--- config.mk ---
export PLATFORM = sky130hd
export DESIGN_NAME = instr_fetch_queue
export DESIGN_NICKNAME = d
export VERILOG_FILES = /design/src/rtl/cpu_pkg.sv /design/src/rtl/fetch_fifo.sv /design/src/rtl/instr_fetch_queue.sv
export SDC_FILE = /design/constraint.sdc
export NUM_CORES = 1
export LEC_CHECK = 0
export CAP_MARGIN = 20
export CORE_MARGIN = 1.5
export CORE_UTILIZATION = 38
export DETAILED_ROUTE_END_ITERATION = 16
export PLACE_DENSITY = 0.58
export SYNTH_ARGS = -nofsm -noshare
export SYNTH_HDL_FRONTEND = slang
export SYNTH_SLANG_ARGS = --single-unit
--- constraint.sdc ---
create_clock -name clk_i -period 2.1 [get_ports clk_i]
set_input_delay 0.21 -clock clk_i [delete_from_list [all_inputs] [get_ports clk_i]]
set_output_delay 0.21 -clock clk_i [all_outputs]
set_load 0.005 [all_outputs]
--- src/rtl/cpu_pkg.sv ---
// cpu_pkg: shared widths, PC step, fetch FSM states and the queue entry
// layout used by the instruction fetch queue and its storage.
package cpu_pkg;

    localparam int INSTR_W = 32;
    localparam int ADDR_W  = 32;
    localparam logic [ADDR_W-1:0] PC_INC = 32'd4;

    // IDLE : waiting for start, no request
    // REQ  : requesting at the fetch PC (request dropped while queue full)
    // DRAIN: old request still outstanding after a redirect, data thrown away
    typedef enum logic [1:0] {
        FS_IDLE  = 2'd0,
        FS_REQ   = 2'd1,
        FS_DRAIN = 2'd2
    } fetch_state_e;

    typedef struct packed {
        logic [ADDR_W-1:0]  pc;
        logic [INSTR_W-1:0] instr;
    } fetch_entry_t;

endpackage

--- src/rtl/fetch_fifo.sv ---
// fetch_fifo: DEPTH-entry queue of {pc, instr} fetched words.
//   clk_i, rst_i (async, active-low)
//   clear_i        drop all entries (wins over push/pop)
//   push_i/entry_i write at tail; ignored when full
//   pop_i          drop head; ignored when empty
//   head_o         head entry (zero after reset)
//   count_o        occupancy, full_o when count_o == DEPTH
module fetch_fifo
    import cpu_pkg::*;
#(
    parameter int DEPTH = 4
) (
    input  logic                       clk_i,
    input  logic                       rst_i,
    input  logic                       clear_i,
    input  logic                       push_i,
    input  fetch_entry_t               entry_i,
    input  logic                       pop_i,
    output fetch_entry_t               head_o,
    output logic [$clog2(DEPTH):0]     count_o,
    output logic                       full_o
);

    localparam int AW = $clog2(DEPTH);
    localparam int CW = AW + 1;

    fetch_entry_t   mem_q [DEPTH];
    logic [AW-1:0]  wr_ptr_q, rd_ptr_q;
    logic [CW-1:0]  count_q;
    logic           do_push, do_pop;

    assign full_o  = (count_q == CW'(DEPTH));
    assign do_push = push_i && !full_o;
    assign do_pop  = pop_i && (count_q != '0);
    assign head_o  = mem_q[rd_ptr_q];
    assign count_o = count_q;

    always_ff @(posedge clk_i or negedge rst_i) begin
        if (!rst_i) begin
            for (int i = 0; i < DEPTH; i++) mem_q[i] <= '0;
            wr_ptr_q <= '0;
            rd_ptr_q <= '0;
            count_q  <= '0;
        end else if (clear_i) begin
            wr_ptr_q <= '0;
            rd_ptr_q <= '0;
            count_q  <= '0;
        end else begin
            if (do_push) begin
                mem_q[wr_ptr_q] <= entry_i;
                wr_ptr_q        <= wr_ptr_q + 1'b1;
            end
            if (do_pop) rd_ptr_q <= rd_ptr_q + 1'b1;
            count_q <= count_q + CW'(do_push) - CW'(do_pop);
        end
    end

endmodule

--- src/rtl/instr_fetch_queue.sv ---
// instr_fetch_queue: fetches sequential instruction words from imem into a
// small queue feeding decode, with redirect (flush) support.
//   clk_i, rst_i (async, active-low)
//   start_i                    begin fetching (latched by leaving IDLE)
//   flush_i, flush_pc_i        redirect: clear queue, restart at flush_pc_i
//   imem_req_o/addr_o/ack_i/data_i  single-outstanding memory handshake
//   instr_valid_o/instr_o/instr_pc_o/instr_ready_i  head toward decode
//   count_o                    queue occupancy
module instr_fetch_queue
    import cpu_pkg::*;
#(
    parameter int                DEPTH    = 4,
    parameter logic [ADDR_W-1:0] RESET_PC = 32'h0000_0000
) (
    input  logic                   clk_i,
    input  logic                   rst_i,
    input  logic                   start_i,
    input  logic                   flush_i,
    input  logic [ADDR_W-1:0]      flush_pc_i,
    output logic                   imem_req_o,
    output logic [ADDR_W-1:0]      imem_addr_o,
    input  logic                   imem_ack_i,
    input  logic [INSTR_W-1:0]     imem_data_i,
    output logic                   instr_valid_o,
    output logic [INSTR_W-1:0]     instr_o,
    output logic [ADDR_W-1:0]      instr_pc_o,
    input  logic                   instr_ready_i,
    output logic [$clog2(DEPTH):0] count_o
);

    fetch_state_e      state_q;
    logic [ADDR_W-1:0] pc_q;        // next address to fetch
    logic [ADDR_W-1:0] stale_q;     // address still on the bus during DRAIN
    logic              fifo_full;
    logic              fire;
    logic              push;
    fetch_entry_t      head;

    // Request is derived from registered state and occupancy only. While a
    // request waits, occupancy can only fall, so it never drops unacked.
    assign imem_req_o  = ((state_q == FS_REQ) && !fifo_full) || (state_q == FS_DRAIN);
    assign imem_addr_o = (state_q == FS_DRAIN) ? stale_q : pc_q;
    assign fire        = imem_req_o && imem_ack_i;
    assign push        = fire && (state_q == FS_REQ) && !flush_i;

    assign instr_valid_o = (count_o != '0);
    assign instr_o       = head.instr;
    assign instr_pc_o    = head.pc;

    always_ff @(posedge clk_i or negedge rst_i) begin
        if (!rst_i) begin
            state_q <= FS_IDLE;
            pc_q    <= RESET_PC;
            stale_q <= RESET_PC;
        end else begin
            case (state_q)
                FS_IDLE: begin
                    if (flush_i)      pc_q    <= flush_pc_i;
                    else if (start_i) state_q <= FS_REQ;
                end
                FS_REQ: begin
                    if (flush_i) begin
                        pc_q <= flush_pc_i;
                        // An unacked request must finish at its old address.
                        if (imem_req_o && !imem_ack_i) begin
                            stale_q <= pc_q;
                            state_q <= FS_DRAIN;
                        end
                    end else if (fire) begin
                        pc_q <= pc_q + PC_INC;
                    end
                end
                FS_DRAIN: begin
                    if (flush_i)    pc_q    <= flush_pc_i;
                    if (imem_ack_i) state_q <= FS_REQ;
                end
                default: state_q <= FS_IDLE;
            endcase
        end
    end

    fetch_fifo #(.DEPTH(DEPTH)) u_fifo (
        .clk_i   (clk_i),
        .rst_i   (rst_i),
        .clear_i (flush_i),
        .push_i  (push),
        .entry_i ('{pc: pc_q, instr: imem_data_i}),
        .pop_i   (instr_valid_o && instr_ready_i),
        .head_o  (head),
        .count_o (count_o),
        .full_o  (fifo_full)
    );

endmodule

### Yosys cells after proc, flatten, opt, wreduce, memory -nomap -nowiden

Cells that the tools add are included.

| storage, ports and cells | value |
|---|---|
| bits in registers | 329 |
| input port bits | 70 |
| output and inout port bits | 101 |
| word-level logic and storage cells | 80 |

| operators by class | value |
|---|---|
| $add $sub $neg | 5 |
| magnitude comparators | 3 |
| equal/unequal tests | 10 |
| mux-type cells | 22 |
| bitwise gates (word level) | 3 |
| reductions and logical operators | 23 |

Operators by type and width:

| operator | number |
|---|---|
| $bwmux W256 | 1 |
| $mux W64 | 3 |
| $bmux W64 S2 | 1 |
| $demux W64 S2 | 1 |
| $mux W32 | 4 |
| $pmux W32 S2 | 1 |
| $add A32 B3 Y32 const B | 1 |
| $mux W2 | 9 |
| $logic_and A1 B1 Y1 | 9 |
| $ne A2 B2 Y1 const B | 4 |
| $ge A3 B3 Y1 const B | 2 |
| $not A2 Y3 | 2 |
| $pmux W2 S3 | 1 |
| $reduce_and A3 Y1 | 2 |
| $reduce_bool A2 Y1 | 3 |
| $reduce_and A5 Y1 | 1 |
| $add A2 B1 Y2 const B | 2 |
| $ne A2 B1 Y1 const B | 2 |
| $add A3 B1 Y3 | 1 |
| $eq A3 B3 Y1 const B | 1 |
| $logic_not A1 Y1 | 3 |
| $lt A3 B1 Y1 const B | 1 |
| $mux W3 | 1 |
| $ne A3 B3 Y1 const B | 1 |
| other kinds (9) | 9 |

### Longest topological paths before layout

Gate-level depths: netlist of run 1.

| logic depth | value |
|---|---|
| depth after elaboration | 11 |
| gate-level depth with buffers | 10 |

### Hierarchy

From an unflattened synthesis of run 1, not the netlist that was laid out.

| second synthesis, totals | value |
|---|---|
| cell total of the unflattened synthesis | 1,098 |
| area, all modules | 16,578.4 um^2 |

Modules (own cells, without submodules):

| module | instances | cells an instance | area each (um^2) | sequential area each (um^2) |
|---|---|---|---|---|
| fetch_fifo | 1 | 663 | 12,727.2 | 6,581.3 |
| instr_fetch_queue | 1 | 435 | 3,851.2 | 1,651.6 |

### Worst setup path after synthesis of run 1

No wires, ideal clock.

| timing path | value |
|---|---|
| kind | register to register |
| start point | register u_fifo.count_q[0] (netlist: u_fifo.count_o[0]) |
| end point | register u_fifo.count_q[2] (netlist: u_fifo.count_o[2]) |
| library setup time | 0.132 ns |
| data arrival time | 2.032 ns |
| data required time | 1.968 ns |
| setup slack | -0.064 ns |
| stages on the path, launching flop included | 10 |
| period minus slack after synthesis | 2.164 ns |
| cell sequence | dfrtp_1 > or3_1 > and2_1 > ha_1 > inv_1 > ha_1 > inv_1 > fa_1 > xnor2_1 > nor2_1 |

| between the ends | value |
|---|---|
| elaborated cells between the ends (all ways) | 14 |
| those cells by class | add/sub (2); eq/ne (1); mux (1); reduce/logical (10) |

RTL lines:

| what | RTL line | RTL |
|---|---|---|
| from (decl) | fetch_fifo.sv:29 | `logic [CW-1:0] count_q;` |
| from (signal assigned) | fetch_fifo.sv:54 | `count_q <= count_q + CW'(do_push) - CW'(do_pop);` |
| $reduce_bool A3 Y1 * | instr_fetch_queue.sv:46 | `assign instr_valid_o = (count_o != '0);` |
| net instr_valid_o | instr_fetch_queue.sv:24 | `output logic instr_valid_o,` |
| $logic_and A1 B1 Y1 | instr_fetch_queue.sv:88 | `.pop_i (instr_valid_o && instr_ready_i),` |
| $logic_and A1 B1 Y1 * | fetch_fifo.sv:34 | `assign do_pop = pop_i && (count_q != '0);` |
| $sub A3 B1 Y3 * | fetch_fifo.sv:54 |  |
| $mux W3 * | fetch_fifo.sv:44 | `end else if (clear_i) begin` |

Mark *: on every way through the listed nets, which the timed path passes. The rest lies on a longest branch.
A chain may end at the register's enable or synchronous reset.

### Final worst setup path of run 1

| timing path | value |
|---|---|
| start point | register u_fifo.rd_ptr_q[0] |
| end point | output port instr_o[2] |

| between the ends | value |
|---|---|
| longest elaborated chain between the ends | 4 |

RTL lines:

| what | RTL line | RTL |
|---|---|---|
| from (decl) | fetch_fifo.sv:28 | `logic [AW-1:0] wr_ptr_q, rd_ptr_q;` |
| from (signal assigned) | fetch_fifo.sv:53 | `if (do_pop) rd_ptr_q <= rd_ptr_q + 1'b1;` |
| $not A2 Y3 (not written as such) | fetch_fifo.sv:35 | `assign head_o = mem_q[rd_ptr_q];` |
| $bmux W64 S2 | fetch_fifo.sv:35 |  |
| $mux W64 (not written as such) (2 in a row) | fetch_fifo.sv:35 |  |
| to (decl) | instr_fetch_queue.sv:25 | `output logic [INSTR_W-1:0] instr_o,` |

No other way between the ends. The select of a mux whose other input is x is not followed.

==> results of run 1 <==
==> cells in the mapped netlist, types with 4 or more instances <==
cell type,instances
and3_1,6
and2_1,5
ha_1,7
inv_1,9
clkbuf_1,33
nand2_1,134
dfrtp_1,329
buf_1,7
nor3_1,6
nand3_1,20
mux4_2,64
mux2_2,202
mux2_1,72
nand4_1,9
buf_2,36
nand2b_1,4
o21ai_0,31
nor2b_1,4
a21oi_1,31
buf_6,11
o22ai_1,8
a31oi_1,5
nor2_1,25
o22a_1,5
nor4_1,4
nand2_2,5
==> routing by layer <==
metal	track usage	routed length, µm
met4	0.0550	776
met2	0.325	19800
met5	0	17
met1	0.281	18900
met3	0.0351	1960
==> worst max-delay path, delay by kind of cell, from the launching register on <==
kind | cells | cell delay, ns
DFF | 1 | 0.54
muxes | 1 | 0.45
buffers and inverters | 4 | 0.55
==> area by class of cell <==
class | instances | area [µm²] | area share
multi-input cells | 703 | 6870 | 0.337
flip-flops and latches | 329 | 8240 | 0.404
diodes | 1 | 2.50 | 0.000123
clock buffers | 58 | 1150 | 0.0563
repair buffers | 325 | 3320 | 0.163
clock inverters | 8 | 105 | 0.00515
well taps | 525 | 657 | 0.0322
inverters | 10 | 42.5 | 0.00209
==> path summary, 6_finish.rpt <==
path | from | to | slack [ns] | depth (start not counted)
setup / recovery | u_fifo.rd_ptr_q[0] | instr_o[2] | -0.20 | 5
hold / removal | flush_pc_i[1] | pc_q[1] | 0.22 | 3
setup reg to reg | u_fifo.count_o[2] | stale_q[14] | -0.02 | 8
hold reg to reg | u_fifo.mem_q[250] | u_fifo.mem_q[250] | 0.48 | 2
max in group asynchronous | rst_i | u_fifo.mem_q[193] | 1.07 | 3
min in group asynchronous | rst_i | u_fifo.mem_q[87] | 0.24 | 2
==> timing repair <==
item                                    4_1_cts  5_1_grt
gates cloned                                  8        4
endpoints found under the setup margin       98      167
hold endpoints to repair                     49        0
setup buffers                                42       24
hold buffers                                  1        0
pin swaps                                     6       16
gates resized for setup                     405      113
==> state kept, by name (all words and copies together), names as in the netlist <==
signal / flops
pc_q: 32
stale_q: 32
state_q: 2
u_fifo.count_o: 3
u_fifo.mem_q: 256
u_fifo.rd_ptr_q: 2
u_fifo.wr_ptr_q: 2
==> power by group through the flow <==
stage	clock, mW	combinational (mW)	sequential, mW
after floorplan	0	6.68	9.76
after detailed placement	0	11.8	10.4
final	6.66	12.3	10.4
after CTS	6.86	12.0	10.3
after global placement	0	11.6	10.3
after global routing	7.10	13.3	10.7
==> cells by family (layout without fill, tap and decap cells) <==
family	Yosys count	count (layout)	share of synthesized area
other	0	1	0
AOI/OAI and AO/OA	106	106	0.0429
muxes	341	341	0.297
and+or+nand+nor	243	243	0.0778
adders and majority gates	8	8	0.00702
DFF	329	329	0.537
xor gates and xnor gates	5	5	0.00286
buffers and inverters	103	401	0.0349
==> cell usage in the layout (no fill, tap or decap), types with 6 or more instances in the layout <==
master and n:
dfrtp_1 325, inv_1 7, nand2_4 7, clkdlybuf4s50_1 72, nand3_1 20, nor2_1 25, mux2_2 170, mux2_1 72
o22ai_1 8, buf_2 62, nand2_1 121, buf_6 44, nand4_1 9, nand2_2 11, mux2_4 32, buf_4 70
a21oi_1 31, and3_1 6, mux4_2 64, clkbuf_2 20, clkbuf_1 10, nor3_1 6, clkbuf_8 8, clkbuf_16 44
o21ai_0 27, buf_12 43
==> metrics by stage <==
| stage | power, mW | setup TNS (ns) | utilization | setup WS (ns) | cell area, µm² |
|---|---|---|---|---|---|
| global route | 31.1 | -12.96 | 0.513 | -0.260 | 20400 |
| floorplan | 16.4 | -0.0114 | - | -0.0114 | 15300 |
| CTS | 29.1 | -11.96 | 0.505 | -0.291 | 20100 |
| detailed placement | 22.2 | -0.000649 | 0.462 | -0.000649 | 18400 |
| finish | 29.3 | -6.51 | 0.513 | -0.199 | 20400 |
| global placement | 21.9 | -0.0106 | 0.462 | -0.0106 | 18400 |
==> summary.txt, run 1 <==
Timing
  • Relative slew margins: 0.636
  • Part of the cycle the worst path needs: 1.09
  • Shortest period the worst path allows: 2.30 ns
  • Top achievable clock speed: 0.435 GHz
  • Fin worst setup slack: -0.199 ns
  • Worst-margin pin slew: 0.541 ns
  • Total setup violations reported at the end of the flow: 80
  • RSZ-0062 raised after global routing: yes
  • Final hold slack: 0.219 ns
  • Clock Skews: 0.0161 ns
  • Number of max-slew violations in the final report: 0
  • Final number of hold-violating endpoints: 0

Critical path
  • Crit path DAT: 2.09 ns
  • Data required time at the worst endpoint: 1.89 ns
  • Series of cell instances along the critical path: buf_6 > buf_12 > buf_6 > mux4_2 > buf_2
  • CP peak stage delay: 0.54 ns
  • Critical Path Most Common Cell: buf_6
  • Max FO, Critical Path: 7
  • Cell with the largest stage delay on the worst path: dfrtp_4
  • Setup crit start kind: flop
  • Kind of capture point of the worst setup path: output port
  • Setup Crit Path Kind: reg2out

Clock tree
  • Clock transition at the registers of the reported paths: 0.06 ns
  • Root Driver: clkbuf_16
  • TritonCTS clock tree: done
  • Clock latency on the worst-skew pair: 0.55 ns
  • # clock sinks: 329
  • Max clock buf depth: 3
  • CTS HTree Levels: 2
  • Number of clock buffers inserted by TritonCTS: 39

Finish
  • Layout cell share with drive strength beyond 1: 0.440
  • Number of nets in the finished design: 1486
  • Number of fill cells in the layout: 3464
  • Cell Count, Final, Fillers Out: 1959
  • Area growth from synthesis to layout: 33.1%

Power
  • Pwr dens: 1440 mW/mm²
  • Clock network fraction of design power: 0.227
  • Internal power component: 19.9 mW
  • Sw power: 9.40 mW
  • Lkg Pwr: 9.33 nW
  • Worst-case vdd ir drop: 0.000770 V
  • Proportion of power drawn by flip-flops and latches: 0.353
  • Switching Fraction: 0.320
  • Combinational share of power: 0.420

Routing
  • DR DRC count: 0
  • Via count: 10300
  • Total wire length: 41.4 mm
  • Routed length per instance: 21.1 µm
  • First-pass iteration count of the detailed router: 7
  • Antenna-violating nets left: 0
  • Iter 0 DRT Violations: 489
  • Mean number of vias per cell: 5.26

Floorplan
  • Total number of placement rows: 73
  • Die height: 204 µm
  • Area of the core: 0.0397 mm²
  • Number of top-level design ports: 171
  • Horizontal die dimension: 204 µm
  • Initial Util: 0.386
  • Die ar.: 0.0415 mm²

Synth
  • Post-synth top area cell: dfrtp_1
  • Area fraction of the dominant cell type after synthesis: 0.537
  • Mean area per synthesized cell: 13.5 µm²
  • Number of enable flip-flop cells after synthesis: 0
  • Flops & latches, synth: 329
  • Prevailing post-synth register cell: dfrtp_1
  • Main area contributors after synthesis: dfrtp_1, mux2_2, mux4_2
  • Total nets after synthesis: 1213
  • Yosys warns: 0
  • Portion of the post-synthesis area used by sequential elements: 0.537
  • Async set-or-reset flop fraction in the synthesized netlist: 1.00
  • Number of distinct library cell variants in the gate-level netlist after synthesis: 70
  • Number of standard cells after synthesis: 1135
  • Post-synthesis instance area: 0.0153 mm²

Run status
  • Failing checks: setup timing
  • Outcome: finished with violations

GRT
  • Vias in the first global route: 10700
  • Initial antenna violation count: 2
  • Wire length of the first global-routing pass: 63.9 mm
  • Overflow left after global routing: 0
  • All-layer global routing usage: 0.202
  • Pin count of the biggest net entering global routing: 59

Place
  • Port-buffer cells: 170
  • Instance count after placement with tap cells included: 1827
  • Placer Congestion: 0.850
  • Detailed Place HPWL: 26.2 mm

Run
  • # Max-Cap Violations: 0

Hold path
  • Worst Hold Class: in2reg
Power figures use the tool's default switching activity.
==> run 2: changes to the inputs <==
--- a/config.mk
+++ b/config.mk
@@ -10,6 +10,7 @@
 export CORE_UTILIZATION = 38
 export DETAILED_ROUTE_END_ITERATION = 16
 export PLACE_DENSITY = 0.58
+export RECOVER_POWER = 50
 export SYNTH_ARGS = -nofsm -noshare
 export SYNTH_HDL_FRONTEND = slang
 export SYNTH_SLANG_ARGS = --single-unit
==> run 2 against run 1 <==
Net effect: the flow finishes with violations (capacitance limit, slew limit, setup timing); non-clock buffer count is the same; design area shrank 0.17%; sequential share of layout area grew 0.070 points; sequential cell count is the same; routed wire length grew 0.16%; register-to-register slack is essentially flat; critical path depth is the same; fmax is essentially flat; worst hold slack lost 0.011 ns; final cell count is the same; clock power is essentially flat; via count grew 0.54%; critical endpoint unchanged; largest cell class unchanged; largest power group unchanged; highest routed layer unchanged.
==> summary.txt, run 2 (synthesis results as in run 1) <==
Critical path
  • Setup Crit Path Kind: reg2out
  • Data required time at the worst endpoint: 1.89 ns
  • Reg2Reg Launch Point: u_fifo.count_o[2]
  • Source of the critical timing path: u_fifo.rd_ptr_q[0]
  • Crit path DAT: 2.09 ns
  • Kind of capture point of the worst setup path: output port
  • Setup crit start kind: flop
  • Max FO, Critical Path: 7

Routing
  • Routed length per instance: 21.2 µm
  • First-pass iteration count of the detailed router: 5
  • DR DRC count: 0
  • Iter 0 DRT Violations: 509
  • Total wire length: 41.4 mm
  • Via count: 10400
  • Antenna-violating nets left: 0
  • Mean number of vias per cell: 5.29

Run status
  • Failing checks: capacitance limit, slew limit, setup timing
  • Outcome: finished with violations

Place
  • Instance count after placement with tap cells included: 1827
  • Port-buffer cells: 170
  • Detailed Place HPWL: 26.2 mm
  • Placer Congestion: 0.850

Run
  • # Max-Cap Violations: 1

Floorplan
  • Initial Util: 0.386
  • Horizontal die dimension: 204 µm
  • Die ar.: 0.0415 mm²
  • Die height: 204 µm
  • Number of top-level design ports: 171
  • Area of the core: 0.0397 mm²
  • Total number of placement rows: 73

Timing
  • Worst-margin pin slew: 1.65 ns
  • Fin worst setup slack: -0.198 ns
  • Relative slew margins: -0.101
  • Final number of hold-violating endpoints: 0
  • Shortest period the worst path allows: 2.30 ns
  • Top achievable clock speed: 0.435 GHz
  • Total setup violations reported at the end of the flow: 81
  • Number of max-slew violations in the final report: 57
  • RSZ-0062 raised after global routing: yes
  • Part of the cycle the worst path needs: 1.09
  • Clock Skews: 0.0146 ns

GRT
  • Vias in the first global route: 10700
  • Overflow left after global routing: 0
  • Wire length of the first global-routing pass: 63.9 mm
  • Global-route track usage on met2: 0.325
  • Pin count of the biggest net entering global routing: 59
  • Routing usage on met1: 0.281
  • Global-route layer with the greatest usage: met2
  • All-layer global routing usage: 0.202
  • Met3 usage in global routing: 0.0351
  • Initial antenna violation count: 2

Power
  • Design Power: 29.3 mW
  • Pwr dens: 1440 mW/mm²
  • Lkg Pwr: 9.31 nW
  • Worst-case vdd ir drop: 0.000777 V

Clock tree
  • Clock transition at the registers of the reported paths: 0.06 ns
  • CTS HTree Levels: 2
  • Root Driver: clkbuf_16
  • Clock latency on the worst-skew pair: 0.55 ns
  • # clock sinks: 329
  • Max clock buf depth: 3
  • TritonCTS clock tree: done
  • Number of clock buffers inserted by TritonCTS: 39

Hold path
  • Startpoint of the worst hold path: flush_pc_i[1]
  • Worst Hold Class: in2reg

Finish
  • Layout cell share with drive strength beyond 1: 0.440
  • Number of nets in the finished design: 1486
  • Utilization after layout: 0.512
  • Top Registers: u_fifo.mem_q x256, pc_q x32, stale_q x32
  • Most frequent cells in the layout: dfrtp_1, mux2_2, nand2_1
  • Number of fill cells in the layout: 3471
  • Area growth from synthesis to layout: 32.8%
  • Max reg flops: 256
  • Cell Count, Final, Fillers Out: 1959
  • Commonest non-fill, non-tap cell in the layout: dfrtp_1
  • Flip-flop and latch area: 0.00824 mm²
  • Most flops, register: u_fifo.mem_q
  • Multi-input logic area: 0.00687 mm²
-- run 2: cell types whose count changed in the layout (fill, tap and decap cells not counted) --
cell and delta:
clkbuf_4 +4, buf_4 -4, buf_12 -4, buf_8 +1, clkbuf_2 +1, buf_6 +1
clkbuf_8 +1
-- run 2: repair_timing --
action | CTS | global route
setup endpoints to repair | 98 | 167
hold buffers | 1 | 0
pin swaps | 6 | 16
endpoints found under the hold margin | 49 | 0
gates resized for setup | 405 | 113
setup buffers | 42 | 24
gates cloned | 8 | 4
-- run 2: metal layers --
metal / part of all wire / vias up / wire length, µm
li1: - / 4664 / -
met1: 0.45 / 5387 / 18900
met2: 0.48 / 259 / 19800
met3: 0.049 / 58 / 2010
met4: 0.018 / 2 / 758
met5: 0.00041 / - / 17
-- run 2: where the power goes --
| group | internal, mW | switching (mW) |
|---|---|---|
| Clock | 4.02 | 2.65 |
| Sequential | 8.83 | 1.53 |
| Combinational | 7.08 | 5.23 |
-- run 2: per-stage QoR --
stage / cell area (µm²) / setup WS, ns / hold WS, ns / TNS (ns)
4_1_cts: 20100 / -0.291 / 0.187 / -11.96
3_5_place_dp: 18400 / -0.000649 / 0.194 / -0.000649
6_report: 20400 / -0.198 / 0.207 / -6.43
5_1_grt: 20400 / -0.260 / 0.202 / -21.89
3_3_place_gp: 18400 / -0.0106 / 0.194 / -0.0106
2_1_floorplan: 15300 / -0.0114 / -0.0856 / -0.0114
-- run 2: final cells by class --
class / instances / area share
antenna: 1 / 0.000123
clock buffer: 58 / 0.0564
clock inverter: 8 / 0.00516
inverter: 10 / 0.00209
multi-input combinational: 703 / 0.338
sequential: 329 / 0.405
tap: 525 / 0.0323
timing repair buffer: 325 / 0.161
-- run 2: worst max-delay path, stage by stage, from the launching register on --
cell	delay, ns
dfrtp_4	0.54
buf_6	0.16
buf_12	0.13
buf_6	0.11
mux4_2	0.45
buf_2	0.15
-- run 2: path summary, 6_finish.rpt --
check / endpoint / slack [ns] / cells after the start
worst max register to register: stale_q[14] / -0.01 / 8
worst min-delay path: pc_q[1] / 0.21 / 3
max in group asynchronous: u_fifo.mem_q[175] / 0.14 / 3
min in group asynchronous: u_fifo.mem_q[87] / 0.66 / 2
worst max-delay path: instr_o[2] / -0.20 / 5
worst min register to register: u_fifo.mem_q[250] / 0.48 / 2
